--- src/rtl/huff_stream_decoder.sv ---
// Streaming Huffman decoder: CAM-style codebook, 2-word MSB-aligned bit buffer,
// one symbol per cycle into a registered valid/ready output stage.
module huff_stream_decoder #(
  parameter int WORD_W  = 32,
  parameter int SYM_W   = 5,
  parameter int MAX_LEN = 16,
  parameter int DEPTH   = 32,
  localparam int LEN_W  = $clog2(MAX_LEN+1),
  localparam int LB_W   = $clog2(WORD_W),
  localparam int CNT_W  = $clog2(DEPTH+1),
  localparam int CB_W   = LEN_W+SYM_W+MAX_LEN
) (
  input  logic              clk,
  input  logic              rst,
  input  logic              cb_wvalid,
  output logic              cb_wready,
  input  logic [CB_W-1:0]   cb_wdata,
  input  logic              cb_clear,
  output logic [CNT_W-1:0]  cb_count,
  input  logic              start,
  input  logic              abort,
  input  logic              in_valid,
  output logic              in_ready,
  input  logic [WORD_W-1:0] in_data,
  input  logic              in_last,
  input  logic [LB_W-1:0]   in_last_bits,
  output logic              out_valid,
  input  logic              out_ready,
  output logic [SYM_W-1:0]  out_sym,
  output logic              out_last,
  output logic              busy,
  output logic              err
);
  localparam int BUF_W  = 2*WORD_W;
  localparam int FILL_W = $clog2(BUF_W+1);

  typedef enum logic [1:0] {S_IDLE, S_RUN, S_DRAIN, S_ERR} state_t;

  state_t st, st_nx;

  logic [DEPTH-1:0][LEN_W-1:0]   cb_len;
  logic [DEPTH-1:0][SYM_W-1:0]   cb_sym;
  logic [DEPTH-1:0][MAX_LEN-1:0] cb_code;
  logic [DEPTH-1:0]              hit;

  logic [BUF_W-1:0]  buf_q, buf_sh, buf_nx;
  logic [FILL_W-1:0] fill, fill_sh, fill_nx, app_n;
  logic [WORD_W-1:0] in_masked;
  logic [LEN_W-1:0]  m_len;
  logic [SYM_W-1:0]  m_sym;
  logic              hit_any, fire, take, miss, in_fire, cb_we, done;

  assign cb_we = cb_wvalid && cb_wready && !cb_clear;

  // codebook: append at cb_count, clear wins over a simultaneous write
  always_ff @(posedge clk or negedge rst) begin
    if (!rst) begin
      cb_count <= '0;
      cb_len   <= '0;
      cb_sym   <= '0;
      cb_code  <= '0;
    end else if (st == S_IDLE && cb_clear) begin
      cb_count <= '0;
    end else if (cb_we) begin
      cb_count <= cb_count + 1'b1;
      for (int e = 0; e < DEPTH; e++)
        if (cb_count == CNT_W'(e))
          {cb_len[e], cb_sym[e], cb_code[e]} <= cb_wdata;
    end
  end

  // per-entry compare of the top len bits against the MSB-aligned code
  for (genvar e = 0; e < DEPTH; e++) begin : g_ent
    huff_cam_entry #(.MAX_LEN(MAX_LEN), .LEN_W(LEN_W), .FILL_W(FILL_W)) u_ent (
      .en   (CNT_W'(e) < cb_count),
      .len  (cb_len[e]),
      .code (cb_code[e]),
      .head (buf_q[BUF_W-1 -: MAX_LEN]),
      .fill (fill),
      .hit  (hit[e])
    );
  end

  // lowest-index match wins: scan downward so the last write is the lowest hit
  always_comb begin
    hit_any = 1'b0;
    m_len   = '0;
    m_sym   = '0;
    for (int e = DEPTH-1; e >= 0; e--)
      if (hit[e]) begin
        hit_any = 1'b1;
        m_len   = cb_len[e];
        m_sym   = cb_sym[e];
      end
  end

  assign fire    = (!out_valid || out_ready) &&
                   ((st == S_RUN && fill >= FILL_W'(MAX_LEN)) || (st == S_DRAIN && fill != '0));
  assign take    = fire && hit_any;
  assign miss    = fire && !hit_any;
  assign in_fire = in_valid && in_ready;
  assign done    = st == S_DRAIN && fill == '0 && out_valid && out_last && out_ready;

  // consume first, then append the new word behind the surviving bits;
  // bits below fill are kept zero so the append can simply OR in
  always_comb begin
    app_n     = (in_last && in_last_bits != '0) ? FILL_W'(in_last_bits) : FILL_W'(WORD_W);
    in_masked = in_data & ~({WORD_W{1'b1}} >> app_n);
    buf_sh    = take ? (buf_q << m_len) : buf_q;
    fill_sh   = take ? (fill - FILL_W'(m_len)) : fill;
    buf_nx    = buf_sh;
    fill_nx   = fill_sh;
    if (in_fire) begin
      buf_nx  = buf_sh | ({in_masked, {WORD_W{1'b0}}} >> fill_sh);
      fill_nx = fill_sh + app_n;
    end
  end

  // state register
  always_ff @(posedge clk or negedge rst) begin
    if (!rst) st <= S_IDLE;
    else      st <= st_nx;
  end

  // next-state: abort overrides everything; a decode miss beats end-of-stream
  always_comb begin
    st_nx = st;
    case (st)
      S_IDLE:  if (start) st_nx = (cb_count == '0) ? S_ERR : S_RUN;
      S_RUN:   if (miss) st_nx = S_ERR;
               else if (in_fire && in_last) st_nx = S_DRAIN;
      S_DRAIN: if (miss) st_nx = S_ERR;
               else if (done) st_nx = S_IDLE;
      default: st_nx = S_ERR;
    endcase
    if (abort) st_nx = S_IDLE;
  end

  // state-decoded handshakes and status
  always_comb begin
    cb_wready = (st == S_IDLE) && (cb_count < CNT_W'(DEPTH));
    in_ready  = (st == S_RUN) && (fill <= FILL_W'(BUF_W-WORD_W));
    busy      = (st != S_IDLE);
  end

  // bit buffer, output register and sticky error
  always_ff @(posedge clk or negedge rst) begin
    if (!rst) begin
      buf_q     <= '0;
      fill      <= '0;
      out_valid <= 1'b0;
      out_sym   <= '0;
      out_last  <= 1'b0;
      err       <= 1'b0;
    end else if (abort) begin
      buf_q     <= '0;
      fill      <= '0;
      out_valid <= 1'b0;
      out_last  <= 1'b0;
      err       <= 1'b0;
    end else begin
      buf_q <= buf_nx;
      fill  <= fill_nx;
      if (take) begin
        out_valid <= 1'b1;
        out_sym   <= m_sym;
        out_last  <= (st == S_DRAIN) && (fill_sh == '0);
      end else if (out_ready) begin
        out_valid <= 1'b0;
        out_last  <= 1'b0;
      end
      if (st_nx == S_ERR) err <= 1'b1;
    end
  end
endmodule

// One codebook lane: nonzero, in-range length, enough buffered bits, prefix equal.
module huff_cam_entry #(
  parameter int MAX_LEN = 16,
  parameter int LEN_W   = 5,
  parameter int FILL_W  = 7
) (
  input  logic               en,
  input  logic [LEN_W-1:0]   len,
  input  logic [MAX_LEN-1:0] code,
  input  logic [MAX_LEN-1:0] head,
  input  logic [FILL_W-1:0]  fill,
  output logic               hit
);
  logic [MAX_LEN-1:0] mask;
  assign mask = ~({MAX_LEN{1'b1}} >> len);
  assign hit  = en && len != '0 && len <= LEN_W'(MAX_LEN) && FILL_W'(len) <= fill &&
                (((head ^ code) & mask) == '0);
endmodule

--- config.mk ---
export PLATFORM = sky130hd
export DESIGN_NAME = huff_stream_decoder
export DESIGN_NICKNAME = d
export VERILOG_FILES = /design/src/rtl/huff_stream_decoder.sv
export SDC_FILE = /design/constraint.sdc
export NUM_CORES = 2
export LEC_CHECK = 0
export CAP_MARGIN = 20
export CORE_MARGIN = 5
export CORE_UTILIZATION = 48
export DETAILED_ROUTE_END_ITERATION = 7
export SLEW_MARGIN = 40
export SYNTH_ARGS = -nofsm -noshare
export SYNTH_HDL_FRONTEND = slang
export SYNTH_SLANG_ARGS = --single-unit
--- constraint.sdc ---
create_clock -name clk -period 10 [get_ports clk]
set_input_delay 1.5 -clock clk [delete_from_list [all_inputs] [get_ports clk]]
set_output_delay 1.5 -clock clk [all_outputs]
set_load 0.05 [all_outputs]
=== Yosys cells after proc, flatten, opt, wreduce, memory -nomap -nowiden ===
Index checks and enable logic that the tools add are counted.

* Logic and storage cells: 754
* Input port bits: 72
* Register bits after elaboration: 919
* Output and inout port bits: 17

* Magnitude comparators: 99
* $add $sub $neg: 3
* Bitwise logic cells: 101
* Reduce and logical (&&, ||, !) cells: 258
* Muxes and demuxes: 120
* Equality and inequality tests: 34
* Shifts and indexed selects: 35

{| class="wikitable"
|+ Operators with widths
! kind !! count
|-
| $and A16 B16 Y16 || 32
|-
| $logic_not A16 Y1 || 32
|-
| $not A16 Y16 || 32
|-
| $shr A16 B5 Y16 const A || 32
|-
| $xor A16 B16 Y16 || 32
|-
| $mux W5 || 64
|-
| $le A5 B7 Y1 || 32
|-
| $mux W64 || 3
|-
| $reduce_bool A5 Y1 || 33
|-
| $le A5 B5 Y1 const B || 32
|-
| $logic_and A1 B1 Y1 || 146
|-
| $eq A6 B5 Y1 const B || 16
|-
| $lt A5 B6 Y1 const A || 16
|-
| $reduce_and A3 Y1 || 32
|-
| $or A64 B64 Y64 || 1
|-
| $shl A64 B5 Y64 || 1
|-
| $shr A64 B7 Y64 || 1
|-
| $eq A6 B4 Y1 const B || 8
|-
| $lt A4 B6 Y1 const A || 8
|-
| $mux W1 || 39
|-
| $and A32 B32 Y32 || 1
|-
| $not A32 Y32 || 1
|-
| $shr A32 B6 Y32 const A || 1
|-
| $eq A6 B3 Y1 const B || 4
|-
| other kinds (27) || 51
|}

=== Logic depth before layout (Yosys ltp) ===
* Depth in word-level cells: 45
* Depth in mapped cells: 37
* Gate-level depth less buffers: 29

=== Hierarchy ===
From an unflattened synthesis, not the netlist that was laid out.

* Cells, all modules: 6160
* Area, all modules: 61870.6 µm²

{| class="wikitable"
|+ By module, submodules not included
! module !! instances !! sequential area each (µm²) !! cells each !! area each (µm²)
|-
| huff_stream_decoder || 1 || 22997.1 || 3920 || 45735.1
|-
| huff_cam_entry || 32 || 0.0 || 70 || 504.2
|}

=== Worst setup path before layout ===
Ideal clock, no wire load.

* Path kind: register to register
* Start: reg cb_count[1]
* End: reg fill[6]
* Period minus slack after synthesis: 7298 ps
* Setup slack: 2702 ps
* Stages on the path, launching flop included: 35
* Data arrival time: 7166 ps
* Cells stage by stage: dfrtp_1 > clkbuf_1 > inv_1 > ha_1 > clkbuf_1 > o21ai_0 > nand3_1 > or4_1 > or3_1 > buf_2 > nor2_1 > a221oi_1 > nor2b_1 > a211o_1 > nand3_2 > inv_2 > clkbuf_1 > clkbuf_1 > ha_1 > inv_1 > fa_1 > xor2_1 > mux2i_2 > inv_1 > buf_2 > buf_1 > ha_1 > nor2b_1 > o21ai_0 > nand2b_1 > a21oi_1 > nor2b_1 > o21ai_0 > xnor2_1 > nor2_1

* Word-level cells in the longest chain between the ends: 42
* Elaborated cells on any way between the ends: 230
* Classes of those cells: 2 x add/sub; 32 x order compare; 67 x mux; 129 x reduce/logical

{| class="wikitable"
|+ RTL lines
! what !! RTL line !! text
|-
| start: declaration || 19 || <nowiki>output logic [CNT_W-1:0] cb_count,</nowiki>
|-
| start signal: assignment || 65 || <nowiki>cb_count <= cb_count + 1'b1;</nowiki>
|-
| $lt A5 B6 Y1 || 75 || <nowiki>.en (CNT_W'(e) < cb_count),</nowiki>
|-
| $logic_and A1 B1 Y1 (4 in series) || 192 || <nowiki>assign hit = en && len != '0 && len <= LEN_W'(MAX_LEN) && FILL_W'(len) <= fill &&</nowiki>
|-
| $mux W5 / $mux W1 (equally long branches) (32 in series) || 90 || <nowiki>if (hit[e]) begin</nowiki>
|-
| $sub A7 B5 Y7 / $logic_and A1 B1 Y1 (equally long branches) || 110, 99 ||
|-
| $mux W7 * || 110 || <nowiki>fill_sh = take ? (fill - FILL_W'(m_len)) : fill;</nowiki>
|-
| $add A7 B6 Y7 || 115 || <nowiki>fill_nx = fill_sh + app_n;</nowiki>
|-
| $mux W7 * || 113 || <nowiki>if (in_fire) begin</nowiki>
|-
| $mux W7 * || 155 || <nowiki>end else if (abort) begin</nowiki>
|-
| end signal: assignment || 163 || <nowiki>fill <= fill_nx;</nowiki>
|-
| end: declaration || 47 || <nowiki>logic [FILL_W-1:0] fill, fill_sh, fill_nx, app_n;</nowiki>
|}

Every way passes the cells marked *; elsewhere a longest branch is shown, timed or not.
A chain may end at the register's enable or synchronous reset.

=== Worst setup path after layout ===
* Start: reg cb_count[0]
* End: reg buf_q[56]

* Word-level cells in the longest chain between the ends: 43
* Elaborated cells on any way between the ends: 233
* Classes of those cells: 1 x add/sub; 32 x order compare; 2 x shift; 68 x mux; 1 x bitwise; 129 x reduce/logical

{| class="wikitable"
|+ RTL lines
! what !! RTL line !! text
|-
| $lt A5 B6 Y1 || 75 ||
|-
| $logic_and A1 B1 Y1 (4 in series) || 192 ||
|-
| $mux W5 / $mux W1 (equally long branches) (32 in series) || 90 ||
|-
| $sub A7 B5 Y7 / $logic_and A1 B1 Y1 (equally long branches) || 110, 99 ||
|-
| $mux W7 || 110 ||
|-
| $shr A64 B7 Y64 || 114 || <nowiki>buf_nx = buf_sh | ({in_masked, {WORD_W{1'b0}}} >> fill_sh);</nowiki>
|-
| $or A64 B64 Y64 || 114 ||
|-
| $mux W64 * || 113 ||
|-
| $mux W64 * || 155 ||
|-
| end signal: assignment || 162 || <nowiki>buf_q <= buf_nx;</nowiki>
|-
| end: declaration || 46 || <nowiki>logic [BUF_W-1:0] buf_q, buf_sh, buf_nx;</nowiki>
|}

Marks and branches as above.

==> results by group <==
Power
  • Switching pwr: ~4600 uW
  • Clock Power Share: 33.6%
  • Internal power: between 7000 and 8000 uW
  • PD cells: 182 nW/um^2
  • Combinational power share: about 30%
  • Switching portion of total power: 36.6%
  • Peak supply drop: 0.000157 V
  • Flop pwr share: 36.7%
  • Leak: 0.0309 uW

Place
  • Dpl cells: 7,940
  • Pre-CTS setup slack: 1520 ps
  • Half-perimeter wire length after placement: 167 mm
  • Count of input and output buffers: 88
  • RePlAce Congestion: 0.990

Logic synthesis
  • Synth Area in XOR/XNOR: 7.31%
  • Synth area leaders: dfrtp_1 37%, mux2_2 15%, xnor2_1 5.0%
  • Syn Nets: 6,729
  • Synth warn: 0
  • Number of flops mapped to enable cells by yosys: 0
  • Synth Area in Compound Gates: 18.3%
  • Synth cell types: 118
  • Mapped Cells: 6,481
  • Largest family of logic cells by synthesized area: compound AO/OA/AOI/OAI gates
  • Register area share after synthesis: 36.6%
  • Post-Synth Simple-Gate Area: 11.0%
  • Top_reg_cell synth: dfrtp_1
  • Yosys reg bits: between 900 and 1,000
  • Ys async rst share: 100%
  • Cell area after synthesis: between 60,000 and 70,000 um^2
  • Synthesized area per cell: 9.71 um^2
  • Synth Area in Adders: 3.68%
  • Cell taking the most area after synthesis: dfrtp_1
  • Share of the synthesized area in the top cell type: between 30% and 40%
  • Post-synthesis mux area share: 18.1%

Status
  • Status: finished clean

Setup path
  • Worst path bufs/invs: 2
  • Worst-path maximum fanout: 14
  • Max incr delay on CP: 800 ps
  • CP endpoint kind: register
  • CP Launch Type: register
  • Slowest CP cell: o41ai_1
  • Crit path required time: 10,650 ps
  • Crit path DAT: 9360 ps
  • CP Class: register to register
  • CP cell instances: ha_1 -> and3_1 -> a21oi_1 -> or4_1 -> nor4_1 -> and2_1 -> a211o_1 -> o2111ai_1 -> a31o_2 -> a2111o_1 -> a21oi_1 -> nor2_1 -> nor2_2 -> inv_1 -> ha_1 -> inv_1 -> o21ai_0 -> o21ai_0 -> nand3_1 -> nor2_1 -> nand2_1 -> o41ai_1 -> a221o_1
  • CP delay by family, top: simple AND/OR/NAND/NOR gates

STA
  • Setup Viol. Count Final: 0
  • RSZ-0062 raised after global routing: false
  • Post-route setup slack: 1290 ps
  • Fin. Hold Viols: 0
  • Clock Skews: 27.7 ps
  • Fmax: around 110 MHz
  • Worst-Margin Slew: about 960 ps
  • Clock period minus worst slack: 8710 ps
  • Final slew viol count: 0
  • Slew HR: between 30 and 40%
  • Final setup TNS: 0 ps
  • Period utilization: between 80 and 90%

CTS
  • TritonCTS Buffers: 108
  • Post-CTS Setup Bufs: 0
  • CTS resizes: 0
  • Cts hold-fix bufs: 0
  • H-tree depth: 3
  • Clock sinks: 919
  • Max Root-Sink Buffers: 3
  • Clock Pin Slew Worst Setup and Hold Paths: 60 ps
  • Clk_lat worst skew: 750 ps
  • CTS tree: done
  • Root Driver: clkbuf_16

Floorplan
  • Die Wd: 372 um
  • I/O pin total: 89
  • Die area: about 140,000 um^2
  • Std-Cell Rows: 132
  • Area of the core: 130,000 um^2
  • Die Ht: 372 um
  • Starting Density: 48.5%

Layout
  • Filler-free cell count of the finished design: 8,153
  • Layout area overhead: 9.48%
  • Most frequent cells in the layout: 901 x dfrtp_1, 825 x mux2_2, 390 x nor2_1
  • Fillers: about 12,000
  • Most common cell after layout, fill and taps aside: dfrtp_1
  • Fin nets: 6,559
  • Layout cells sized above 1: 21.9%

Detailed routing
  • Antenna viol nets, final: 0
  • Detailed Routing Iterations Pass 1: 6
  • Final wirelength: 253 mm
  • Via count: roughly 55,000
  • Routed WL per cell: a little over 30 um
  • DRT iter0 DRCs: about 7,000
  • DRC Markers: 0
  • Vias per std cell: 6.79

Global route
  • Antenna violations before repair: 27
  • Largest net degree at the start of global routing: 96
  • Vias in the first global route: 53,077
  • Remaining global-route overflow: 0
  • Gr usage total: 35.8%
  • Global-route wire length before repair: 371 mm

Worst hold path
  • HP Class: register to register

Job
  • Max_cap viols: 0
## cell usage after synthesis, drive strengths merged (30+ instances only)
cell / n
nor2: 402
o21a: 47
mux2i: 184
a31oi: 70
o31ai: 41
a211oi: 137
a221oi: 30
clkbuf: 402
ha: 174
nand4: 45
a2111oi: 37
a21o: 35
o211ai: 75
or2: 33
xnor2: 357
nor2b: 44
dfrtp: 919
o221ai: 45
nand2: 365
mux2: 828
nor4: 68
and3: 37
or3: 46
o21ai: 359
o22ai: 105
buf: 158
nand3: 136
a22oi: 61
inv: 147
and2: 31
nor3: 117
xor2: 167
a21oi: 343
## area by class of cell
type	instances	area (um^2)	area share [%]
multi-input combinational	4853	37000	53.7
sequential	919	23100	33.5
clock buffer	150	3130	4.55
timing repair buffer	280	2340	3.39
tap	1742	2180	3.16
clock inverter	51	607	0.881
inverter	149	559	0.812
antenna	9	22.5	0.0327
## power by group through the flow
stage	sequential (uW)	combinational [uW]	clock [uW]
detailed placement	4650	3580	0
global placement	4640	3550	0
CTS	4580	3600	4240
floorplan	4290	2620	0
global route	4620	3970	4390
finish	4600	3710	4210
## sequential cells by signal (all words and copies together), names as in the netlist, 2 cells and up
signal / cells
buf_q: 64
cb_code: 512
cb_count: 6
cb_len: 160
cb_sym: 160
fill: 7
out_sym: 5
st: 2
## worst paths after layout
check                                             start                  endpoint  slack (ps)  depth (start not counted)
max in group asynchronous                           rst       buf_q[55]$_DFF_PN0_        7240                          4
worst min register to register   out_sym[2]$_DFFE_PN0P_    out_sym[2]$_DFFE_PN0P_         490                          2
worst min-delay path             out_sym[2]$_DFFE_PN0P_    out_sym[2]$_DFFE_PN0P_         490                          2
worst max-delay path            cb_count[0]$_DFFE_PN0P_       buf_q[56]$_DFF_PN0_        1290                         23
worst max register to register  cb_count[0]$_DFFE_PN0P_       buf_q[56]$_DFF_PN0_        1290                         23
min in group asynchronous                           rst  cb_code[321]$_DFFE_PN0P_         600                          1
## metrics by stage
stage                     power [uW]  utilization, %  instance area (um^2)  hold WS, ps
after detailed placement        8230            50.1                 65000          480
final                          12500            53.1                 68900          485
after global placement          8190            50.0                 64900          479
after global routing           13000            53.0                 68800          511
after floorplan                 6910               -                 62900          470
after CTS                      12400            52.9                 68700          496
## worst register-to-register path, delay by kind of cell, from the launching register on
| family | cells | cell delay [ps] |
|---|---|---|
| buf+inv | 2 | 300 |
| flops | 1 | 500 |
| fa+ha+maj | 2 | 860 |
| simple gates | 9 | 3890 |
| compound gates | 10 | 3110 |
## logic make-up (layout without fill, tap and decap cells)
family / after synthesis / after routing
AOI/OAI and AO/OA: 1697 / 1697
and+or+nand+nor: 1425 / 1425
muxes: 1021 / 1021
DFF: 919 / 919
buffers and inverters: 709 / 630
xor gates and xnor gates: 524 / 524
adders and majority gates: 186 / 186
other: 0 / 9
## metal layers
metal | vias up | GRT usage [%] | part of all wire, %
li1 | 23627 | - | -
met1 | 27723 | 49.2 | 41
met2 | 3268 | 53.8 | 43
met3 | 730 | 7.98 | 10
met4 | 6 | 16.9 | 5.5
met5 | - | 0 | 0.016
Power figures use the tool's default switching activity.
